## src/rtl/uart_pkg.sv

```systemverilog
// Shared UART definitions: parity modes, FSM state encoding and baud arithmetic.
package uart_pkg;
  localparam int PAR_NONE = 0;
  localparam int PAR_ODD  = 1;
  localparam int PAR_EVEN = 2;

  typedef enum logic [2:0] {
    ST_IDLE,
    ST_START,
    ST_DATA,
    ST_PARITY,
    ST_STOP
  } uart_state_e;

  function automatic int calc_os_div(input int clk_hz, input int baud);
    return (clk_hz + 8 * baud) / (16 * baud);
  endfunction

  // Bit value that completes the word's parity under the given mode.
  function automatic logic parity_bit(input logic [7:0] data, input int mode);
    return (^data) ^ (mode == PAR_ODD);
  endfunction
endpackage

```

## src/rtl/uart_tick_gen.sv

```systemverilog
// Free-running 16x oversampling divider: one tick every OS_DIV clocks.
module uart_tick_gen #(
  parameter int OS_DIV = 326
) (
  input  logic clk_i,
  input  logic rst_i,
  output logic tick_o
);
  localparam int CW = (OS_DIV > 1) ? $clog2(OS_DIV) : 1;

  logic [CW-1:0] cnt_q, cnt_d;

  always_comb begin
    tick_o = (cnt_q == CW'(OS_DIV - 1));
    cnt_d  = tick_o ? '0 : cnt_q + 1'b1;
  end

  always_ff @(posedge clk_i) begin
    if (rst_i) cnt_q <= '0;
    else       cnt_q <= cnt_d;
  end
endmodule

```

## src/rtl/uart_xcvr_param.sv

```systemverilog
// Full-duplex UART: tick-paced TX FSM, 16x oversampled RX FSM with glitch reject,
// single-entry RX holding register with parity/framing/overrun flags, internal loopback.
module uart_xcvr_param
  import uart_pkg::*;
#(
  parameter int CLK_HZ    = 50_000_000,
  parameter int BAUD      = 9600,
  parameter int DATA_BITS = 8,
  parameter int PARITY    = 0,
  parameter int STOP_BITS = 1
) (
  input  logic                 clk,
  input  logic                 rst,
  input  logic                 rs232_rx,
  output logic                 rs232_tx,
  input  logic                 loopback,
  input  logic [DATA_BITS-1:0] tx_data,
  input  logic                 tx_valid,
  output logic                 tx_ready,
  output logic [DATA_BITS-1:0] rx_data,
  output logic                 rx_valid,
  input  logic                 rx_ready,
  output logic                 rx_parity_err,
  output logic                 rx_frame_err,
  output logic                 rx_overrun
);
  localparam int OS_DIV = calc_os_div(CLK_HZ, BAUD);
  // STOP leaves one tick early so a queued frame's start bit lands with no idle gap.
  localparam logic [4:0] STOP_LAST = 5'(16 * STOP_BITS - 2);

  logic tick;
  uart_tick_gen #(.OS_DIV(OS_DIV)) u_tick (.clk_i(clk), .rst_i(rst), .tick_o(tick));

  uart_state_e          tx_state_q, tx_state_d;
  logic [4:0]           tx_cnt_q, tx_cnt_d;
  logic [2:0]           tx_bit_q, tx_bit_d;
  logic [DATA_BITS-1:0] tx_data_q, tx_data_d;
  logic                 tx_pend_q, tx_pend_d;
  logic                 tx_line_q, tx_line_d;
  logic                 tx_ready_q, tx_ready_d;

  always_comb begin
    tx_state_d = tx_state_q;
    tx_cnt_d   = tx_cnt_q;
    tx_bit_d   = tx_bit_q;
    tx_data_d  = tx_data_q;
    tx_pend_d  = tx_pend_q;
    tx_line_d  = tx_line_q;
    unique case (tx_state_q)
      ST_IDLE: if (tx_valid && tx_ready_q) begin
        tx_data_d  = tx_data;
        tx_pend_d  = 1'b1;
        tx_state_d = ST_START;
      end
      ST_START: if (tick) begin
        if (tx_pend_q) begin
          tx_pend_d = 1'b0;
          tx_line_d = 1'b0;
          tx_cnt_d  = '0;
        end else if (tx_cnt_q == 5'd15) begin
          tx_state_d = ST_DATA;
          tx_line_d  = tx_data_q[0];
          tx_cnt_d   = '0;
          tx_bit_d   = '0;
        end else tx_cnt_d = tx_cnt_q + 5'd1;
      end
      ST_DATA: if (tick) begin
        if (tx_cnt_q == 5'd15) begin
          tx_cnt_d = '0;
          if (tx_bit_q == 3'(DATA_BITS - 1)) begin
            if (PARITY != PAR_NONE) begin
              tx_state_d = ST_PARITY;
              tx_line_d  = parity_bit(8'(tx_data_q), PARITY);
            end else begin
              tx_state_d = ST_STOP;
              tx_line_d  = 1'b1;
            end
          end else begin
            tx_bit_d  = tx_bit_q + 3'd1;
            tx_line_d = tx_data_q[tx_bit_q + 3'd1];
          end
        end else tx_cnt_d = tx_cnt_q + 5'd1;
      end
      ST_PARITY: if (tick) begin
        if (tx_cnt_q == 5'd15) begin
          tx_state_d = ST_STOP;
          tx_line_d  = 1'b1;
          tx_cnt_d   = '0;
        end else tx_cnt_d = tx_cnt_q + 5'd1;
      end
      ST_STOP: if (tick) begin
        if (tx_cnt_q == STOP_LAST) tx_state_d = ST_IDLE;
        else                       tx_cnt_d   = tx_cnt_q + 5'd1;
      end
      default: tx_state_d = ST_IDLE;
    endcase
    tx_ready_d = (tx_state_d == ST_IDLE);
  end

  always_ff @(posedge clk) begin
    if (rst) begin
      tx_state_q <= ST_IDLE;
      tx_cnt_q   <= '0;
      tx_bit_q   <= '0;
      tx_pend_q  <= 1'b0;
      tx_line_q  <= 1'b1;
      tx_ready_q <= 1'b0;
    end else begin
      tx_state_q <= tx_state_d;
      tx_cnt_q   <= tx_cnt_d;
      tx_bit_q   <= tx_bit_d;
      tx_pend_q  <= tx_pend_d;
      tx_line_q  <= tx_line_d;
      tx_ready_q <= tx_ready_d;
    end
    tx_data_q <= tx_data_d;
  end

  // RX source select and 2-FF synchroniser; prev tracks the last synced level for
  // falling-edge detection, which also keeps a held break from re-arming.
  logic rx_sync1_q, rx_sync2_q, rx_prev_q;

  always_ff @(posedge clk) begin
    if (rst) begin
      rx_sync1_q <= 1'b1;
      rx_sync2_q <= 1'b1;
      rx_prev_q  <= 1'b1;
    end else begin
      rx_sync1_q <= loopback ? tx_line_q : rs232_rx;
      rx_sync2_q <= rx_sync1_q;
      rx_prev_q  <= rx_sync2_q;
    end
  end

  uart_state_e          rx_state_q, rx_state_d;
  logic [3:0]           rx_cnt_q, rx_cnt_d;
  logic [2:0]           rx_bit_q, rx_bit_d;
  logic [DATA_BITS-1:0] rx_shift_q, rx_shift_d;
  logic                 rx_par_q, rx_par_d;
  logic                 rx_done;

  always_comb begin
    rx_state_d = rx_state_q;
    rx_cnt_d   = rx_cnt_q;
    rx_bit_d   = rx_bit_q;
    rx_shift_d = rx_shift_q;
    rx_par_d   = rx_par_q;
    rx_done    = 1'b0;
    unique case (rx_state_q)
      ST_IDLE: if (!rx_sync2_q && rx_prev_q) begin
        rx_state_d = ST_START;
        rx_cnt_d   = '0;
      end
      ST_START: if (tick) begin
        if (rx_cnt_q == 4'd7) begin
          rx_state_d = rx_sync2_q ? ST_IDLE : ST_DATA;
          rx_cnt_d   = '0;
          rx_bit_d   = '0;
        end else rx_cnt_d = rx_cnt_q + 4'd1;
      end
      ST_DATA: if (tick) begin
        if (rx_cnt_q == 4'd15) begin
          rx_cnt_d   = '0;
          rx_shift_d = {rx_sync2_q, rx_shift_q[DATA_BITS-1:1]};
          if (rx_bit_q == 3'(DATA_BITS - 1))
            rx_state_d = (PARITY != PAR_NONE) ? ST_PARITY : ST_STOP;
          else
            rx_bit_d = rx_bit_q + 3'd1;
        end else rx_cnt_d = rx_cnt_q + 4'd1;
      end
      ST_PARITY: if (tick) begin
        if (rx_cnt_q == 4'd15) begin
          rx_par_d   = rx_sync2_q;
          rx_state_d = ST_STOP;
          rx_cnt_d   = '0;
        end else rx_cnt_d = rx_cnt_q + 4'd1;
      end
      ST_STOP: if (tick) begin
        if (rx_cnt_q == 4'd15) begin
          rx_done    = 1'b1;
          rx_state_d = ST_IDLE;
          rx_cnt_d   = '0;
        end else rx_cnt_d = rx_cnt_q + 4'd1;
      end
      default: rx_state_d = ST_IDLE;
    endcase
  end

  always_ff @(posedge clk) begin
    if (rst) begin
      rx_state_q <= ST_IDLE;
      rx_cnt_q   <= '0;
      rx_bit_q   <= '0;
    end else begin
      rx_state_q <= rx_state_d;
      rx_cnt_q   <= rx_cnt_d;
      rx_bit_q   <= rx_bit_d;
    end
    rx_shift_q <= rx_shift_d;
    rx_par_q   <= rx_par_d;
  end

  // Holding register: a same-cycle pop frees the slot for the completing frame.
  logic                 rx_valid_q, rx_perr_q, rx_ferr_q, rx_ovr_q, rx_pop, rx_perr_new;
  logic [DATA_BITS-1:0] rx_data_q;

  assign rx_pop      = rx_valid_q && rx_ready;
  assign rx_perr_new = (PARITY != PAR_NONE) && (rx_par_q != parity_bit(8'(rx_shift_q), PARITY));

  always_ff @(posedge clk) begin
    if (rst) begin
      rx_valid_q <= 1'b0;
      rx_data_q  <= '0;
      rx_perr_q  <= 1'b0;
      rx_ferr_q  <= 1'b0;
      rx_ovr_q   <= 1'b0;
    end else begin
      rx_ovr_q <= 1'b0;
      if (rx_done && (!rx_valid_q || rx_pop)) begin
        rx_valid_q <= 1'b1;
        rx_data_q  <= rx_shift_q;
        rx_perr_q  <= rx_perr_new;
        rx_ferr_q  <= !rx_sync2_q;
      end else begin
        if (rx_done) rx_ovr_q   <= 1'b1;
        if (rx_pop)  rx_valid_q <= 1'b0;
      end
    end
  end

  assign rs232_tx      = loopback ? 1'b1 : tx_line_q;
  assign tx_ready      = tx_ready_q;
  assign rx_data       = rx_data_q;
  assign rx_valid      = rx_valid_q;
  assign rx_parity_err = rx_perr_q;
  assign rx_frame_err  = rx_ferr_q;
  assign rx_overrun    = rx_ovr_q;
endmodule

```

## config.mk

```make
export PLATFORM = sky130hd
export DESIGN_NAME = uart_xcvr_param
export DESIGN_NICKNAME = d
export VERILOG_FILES = /design/src/rtl/uart_pkg.sv /design/src/rtl/uart_tick_gen.sv /design/src/rtl/uart_xcvr_param.sv
export SDC_FILE = /design/constraint.sdc
export NUM_CORES = 1
export LEC_CHECK = 0
export ABC_AREA = 1
export ABC_CLOCK_PERIOD_IN_PS = 2200
export CAP_MARGIN = 20
export CORE_UTILIZATION = 50
export CTS_CLUSTER_SIZE = 20
export DETAILED_ROUTE_END_ITERATION = 10
export PLACE_DENSITY = 0.79
export SETUP_SLACK_MARGIN = 0.1
export SYNTH_ARGS = -nofsm -noshare
export SYNTH_HDL_FRONTEND = slang
export SYNTH_SLANG_ARGS = --single-unit
```

## constraint.sdc

```tcl
create_clock -name clk -period 2.2 [get_ports clk]
set_clock_uncertainty 0.05 [all_clocks]
set_input_delay 0.33 -clock clk [delete_from_list [all_inputs] [get_ports clk]]
set_output_delay 0.33 -clock clk [all_outputs]
set_load 0.05 [all_outputs]
```

==> impl_metrics.tcl, run 1 <==
set metrics [dict create \
    synth_top_area_share_pct 30.6 \
    synth_cell_types 38 \
    dp_cells 491 \
    cp.arrival_ps 2060 \
    clk_path_buf_depth 2 \
    drt_iter0_markers 111 \
    die_area_um2 6460 \
    cts_tree "built" \
    grt_pass1_vias 2422 \
    finalHoldViolCount 0 \
    fin_crit_ps 1880 \
    crit_path_start_kind "flip-flop" \
    path_clk_slew_ps 70 \
    hold_path_class "flip-flop to flip-flop" \
    io-pin-count 28 \
    die_h_um 80.4 \
    cts_root_buf "clkbuf_8" \
    slew_headroom_pct 63.9 \
    netlist_area_um2 3070 \
    endpoint_kind "flip-flop" \
    outcome "finished, final reports clean" \
    rsz0062_at_grt "false" \
    worst_pin_slew_ps 539 \
    grt_pass1_wl_mm 10.4 \
    cp_max_fo 4 \
    path_cells "ha_1 -> nand2_1 -> nor2_1 -> ha_1 -> inv_1 -> nand2_1 -> nand2_1 -> nor2_1 -> nand3_1 -> a21oi_1 -> nand2_1" \
    ys_seq_elements 63 \
    cts_setup_buffers 0 \
    syn_nets 419 \
    crit_required_ps 2380 \
    hold_buffers 0 \
    setup_violations 0 \
    dpl_cell_area_um2 3420 \
    regArea_um2 1420 \
    cts_resized 0 \
    place_congestion 0.883 \
    fp.coreArea_um2 5920 \
    synth_commonest_cells "nand2_1 (69), nor2_1 (67), inv_1 (49)" \
    grt_overflow 0 \
    stdcell_count 511 \
    reg2reg_depth 11 \
    drive_gt1_share_pct 11.0 \
    whs_endpoint "rx_shift_q[7]$_DFFE_PP_" \
    r2r_setup_slack_ps 320 \
    cap_violations 0 \
    slew_viol_final 0 \
    synth.yosys.warnings 0 \
    dpl.hpwl_mm 4.36 \
    grt_use_total_pct 21.1 \
    port_buffers 26 \
    syn_inst 393 \
    areaGrowthSynthToFinish_pct 19.5 \
    start_util_pct 51.9 \
    n_fill_cell 510 \
    worstHoldPathCells 0 \
    r2r-end "tx_line_q$_SDFFE_PP1P_" \
    drt-total-wl_mm 6.06 \
    synth_edf_count 16 \
    viasPerCell 5.12 \
    htree_levels 3 \
    antenna_found_initial 0 \
    fin_hold_ws_ps 394 \
    antenna_left 0 \
    multi_input_area_um2 1420 \
    synth_area_leader_cell "dfxtp_1" \
    fin_nets 457 \
    max_freq_ghz 0.533 \
    synth.top_cells.by_area "dfxtp_1 (31%), edfxtp_1 (16%), nand2_1 (8.4%)" \
    cts_sinks 63 \
    rr_startpoint "tx_cnt_q[1]$_SDFFE_PP0P_" \
    leakage_nw 1.57 \
    diodes 0 \
    drc 0 \
    synthFlopType "dfxtp_1" \
    drt_first_pass_iters 5 \
    critPathSlowestCell "dfxtp_1" \
    wl_per_cell_um 11.9 \
    syn_area_per_cell_um2 7.81 \
    seq_area_frac_synth_pct 46.3 \
    hold_path.startpoint "rx_sync2_q$_SDFF_PP1_" \
    dieWidth_um 80.4 \
    numCtsBuffers 9 \
    fin_area_um2 3670 \
    num_rows 28 \
    fin_crit_sh_pct 85.3 \
    p_per_area_nw_per_um2 865 \
    crit_path_max_incr_delay_ps 380 \
    max-vdd-ir-drop_mv 0.523 \
    setup_tns_ps 0 \
    num_vias 2615 \
    grt_max_degree 17 \
    crit_top_cell "nand2_1" \
    dp_slack_ps 305 \
    synth.most_common_cell "nand2_1" \
    clk_latency_ps 340 \
    path_class "flip-flop to flip-flop" \
    synthArstFlopShare_pct 0 \
    setup_ws_ps 323 \
]
-- power by group --
group          total, mW  switching, mW  leakage (nW)  internal [mW]
Sequential          1.29         0.0530         0.527           1.24
Combinational      0.758          0.508         0.931          0.251
Clock               1.12          0.431         0.112          0.693
Total               3.17          0.992          1.57           2.18
-- per-stage QoR --
| step | power, mW | utilization, % |
|---|---|---|
| 2_1_floorplan | 1.90 | - |
| 3_3_place_gp | 2.02 | 57.7 |
| 3_5_place_dp | 2.04 | 57.7 |
| 4_1_cts | 3.19 | 61.5 |
| 5_1_grt | 3.33 | 62.0 |
| 6_report | 3.17 | 62.0 |
-- layout by cell type (no fill, tap or decap), types with 2 or more instances in the layout --
master / count
nand2_1: 69
buf_4: 8
nand3_2: 2
nor2_4: 2
bufinv_16: 2
nand3_1: 20
inv_2: 5
nor3_1: 9
o21ai_1: 5
dfxtp_1: 47
clkdlybuf4s50_1: 25
nor2_2: 4
ha_1: 12
nor2_1: 67
o21ai_0: 21
nand4_1: 9
or2_2: 3
nand3b_1: 3
a21oi_1: 22
clkinv_1: 2
inv_1: 49
nand2_2: 3
clkbuf_8: 11
nor3b_1: 2
nor4_1: 3
edfxtp_1: 16
-- sequential cells by signal, summed over array words and instances, names as in the netlist --
register / cells
u_tick.cnt_q: 9
rx_data: 8
rx_shift_q: 8
tx_data_q: 8
tx_cnt_q: 5
rx_cnt_q: 4
rx_bit_q: 3
rx_state_q: 3
tx_bit_q: 3
tx_state_q: 3
rx_frame_err: 1
rx_overrun: 1
rx_prev_q: 1
rx_sync1_q: 1
rx_sync2_q: 1
rx_valid: 1
tx_line_q: 1
tx_pend_q: 1
tx_ready: 1
-- worst max-delay path: cells and delay by family (launching register included) --
family	cells	cell delay, ps
DFF	1	380
adders and majority gates	2	430
buffers and inverters	1	100
and+or+nand+nor	7	680
AOI/OAI and AO/OA	1	130
-- layout make-up --
cell class / instances / area share [%]
Timing Repair Buffer: 33 / 8.46
Multi-Input combinational cell: 270 / 38.7
Tap cell: 75 / 2.56
Clock inverter: 4 / 1.84
Inverter: 54 / 5.52
Clock buffer: 12 / 4.23
Sequential cell: 63 / 38.7
-- routing by layer --
layer  vias up  global-route usage, %  routed length [um]
li1       1361                      -                   -
met1      1171                   25.0                2750
met2        74                   36.3                2960
met3         9                   5.91                 280
met4         0                   7.68                  68
met5         -                      0                   0
-- worst max path at each step --
stage,slack (ps),from,end
finish,320,tx_cnt_q[1]$_SDFFE_PP0P_,tx_line_q$_SDFFE_PP1P_
detailed placement,310,rx_ready,rx_data[5]$_SDFFE_PP0P_
global placement,350,u_tick.cnt_q[0]$_SDFF_PP0_,rx_data[7]$_SDFFE_PP0P_
floorplan,220,u_tick.cnt_q[0]$_SDFF_PP0_,rx_shift_q[0]$_DFFE_PP_
global route,130,tx_cnt_q[1]$_SDFFE_PP0P_,tx_line_q$_SDFFE_PP1P_
CTS,290,u_tick.cnt_q[0]$_SDFF_PP0_,rx_data[5]$_SDFFE_PP0P_
-- cell families after synthesis --
kind of cell | Yosys count | share of synthesized area (%)
xor gates and xnor gates | 2 | 0.571
adders and majority gates | 12 | 4.89
DFF | 63 | 46.3
AOI/OAI and AO/OA | 53 | 9.41
and+or+nand+nor | 202 | 31.2
buffers and inverters | 60 | 7.50
other | 1 | 0.122
Power figures use the tool's default switching activity.
==> run 2: changes to the inputs <==
Settings changed: REMOVE_ABC_BUFFERS set to 1.
==> impl_metrics.tcl, run 2 (synthesized netlist as in run 1, its figures left out) <==
set metrics [dict create \
    grt_pass1_vias 2405 \
    utilization_pct 61.9 \
    grt_pass1_wl_mm 10.2 \
    fin_nets 456 \
    num_vias 2618 \
    largest_reg_flops 9 \
    dieWidth_um 80.4 \
    clk_path_buf_depth 2 \
    p_per_area_nw_per_um2 867 \
    drt-total-wl_mm 6.02 \
    worstSetupPathDepth 1 \
    setup_tns_ps 0 \
    cts_sinks 63 \
    outcome "finished, final reports clean" \
    cts_tree "built" \
    leakage_nw 1.57 \
    finalHoldViolCount 0 \
    place_congestion 0.908 \
    drc 0 \
    io-pin-count 28 \
    final_common_cell "nand2_1" \
    drt_iter0_markers 140 \
    diodes 0 \
    path_class "flip-flop to output port" \
    hold_buffers 0 \
    areaGrowthSynthToFinish_pct 19.4 \
    die_area_um2 6460 \
    worstHoldPathCells 1 \
    hold_path.startpoint "rx_sync1_q$_SDFF_PP1_" \
    cp.arrival_ps 1550 \
    path_clk_slew_ps 80 \
    port_buffers 26 \
    final_cell_mix "nand2_1 (69), nor2_1 (67), inv_1 (49)" \
    drt_first_pass_iters 4 \
    crit_buf_inv 1 \
    setup_violations 0 \
    fin_crit_ps 1930 \
    numCtsBuffers 9 \
    reg2reg_depth 11 \
    num_rows 28 \
    whs_endpoint "rx_sync2_q$_SDFF_PP1_" \
    crit_required_ps 1820 \
    endpoint_kind "output port" \
    antenna_found_initial 0 \
    start_util_pct 51.9 \
    worst_pin_slew_ps 525 \
    fin_crit_sh_pct 88.0 \
    antenna_left 0 \
    cts_root_buf "clkbuf_8" \
    r2r_setup_slack_ps 340 \
    clk_latency_ps 350 \
    die_h_um 80.4 \
    dpl.hpwl_mm 4.39 \
    cap_violations 0 \
    drive_gt1_share_pct 11.5 \
    r2r-end "tx_line_q$_SDFFE_PP1P_" \
    wl_per_cell_um 11.8 \
    max_freq_ghz 0.517 \
    hold_path_class "flip-flop to flip-flop" \
    viasPerCell 5.13 \
    startpoint "tx_ready$_SDFF_PP0_" \
    fp.coreArea_um2 5920 \
    crit_path_start_kind "flip-flop" \
    rsz0062_at_grt "false" \
    top_register "u_tick.cnt_q" \
    htree_levels 3 \
    rr_startpoint "tx_cnt_q[1]$_SDFFE_PP0P_" \
    critPathSlowestCell "clkdlybuf4s50_1" \
    path_cells "clkdlybuf4s50_1" \
    slew_viol_final 0 \
    critPathTopFamily "buffers and inverters" \
    grt_use_total_pct 21.0 \
    crit_path_max_incr_delay_ps 830 \
    slew_headroom_pct 64.7 \
    max-vdd-ir-drop_mv 0.647 \
    grt_max_degree 17 \
    grt_overflow 0 \
    cp_max_fo 2 \
]
==> run 2: changes by cell type in the layout (fill, tap and decap cells not counted) <==
cell,change
clkinv_4,+1
clkinvlp_4,+1
clkbuf_1,-1
inv_6,+3
clkbuf_8,-2
clkinv_1,-2
buf_4,-1
==> run 2: stage by stage <==
stage	power (mW)	hold WS, ps	instances	worst slack, ps	instance area, um2
final	3.18	379	510	265	3670
after global routing	3.36	398	510	180	3670
after CTS	3.20	391	508	213	3650
after detailed placement	2.05	366	492	289	3420
after global placement	2.03	352	492	384	3420
after floorplan	1.89	339	387	216	3040
==> run 2: worst max-delay path by stage <==
stage	endpoint	slack (ps)
2_1_floorplan	rx_shift_q[0]$_DFFE_PP_	220
3_3_place_gp	rx_data[5]$_SDFFE_PP0P_	380
3_5_place_dp	rx_data[6]$_SDFFE_PP0P_	290
4_1_cts	rx_data[1]$_SDFFE_PP0P_	210
5_1_grt	tx_line_q$_SDFFE_PP1P_	180
6_report	tx_ready	270
==> run 2: power by group <==
part	switching [mW]	internal (mW)	leakage, nW
Combinational	0.484	0.252	0.928
Clock	0.497	0.651	0.111
Sequential	0.0566	1.24	0.527
Total	1.04	2.14	1.57
==> run 2: cell type report <==
cell class              instances  area [um2]
clock inverters                 7         103
fillers                       521        2250
multi-input cells             270        1420
inverters                      54         203
repair buffers                 32         303
flip-flops and latches         63        1420
clock buffers                   9         124
well taps                      75        93.8
==> run 2: metal layers <==
metal | wire [um] | up-vias | part of all wire [%] | global-route usage [%]
met5 | 0 | - | 0 | 0
met1 | 2720 | 1189 | 45 | 24.4
met3 | 272 | 14 | 4.5 | 4.89
li1 | - | 1349 | - | -
met2 | 2900 | 66 | 48 | 35.1
met4 | 132 | 0 | 2.2 | 12.0
==> run 2: repair_timing <==
| action | CTS | global route |
|---|---|---|
| resized for setup | 0 | 0 |
| setup endpoints to repair | 0 | 7 |
| setup buffers | 0 | 2 |
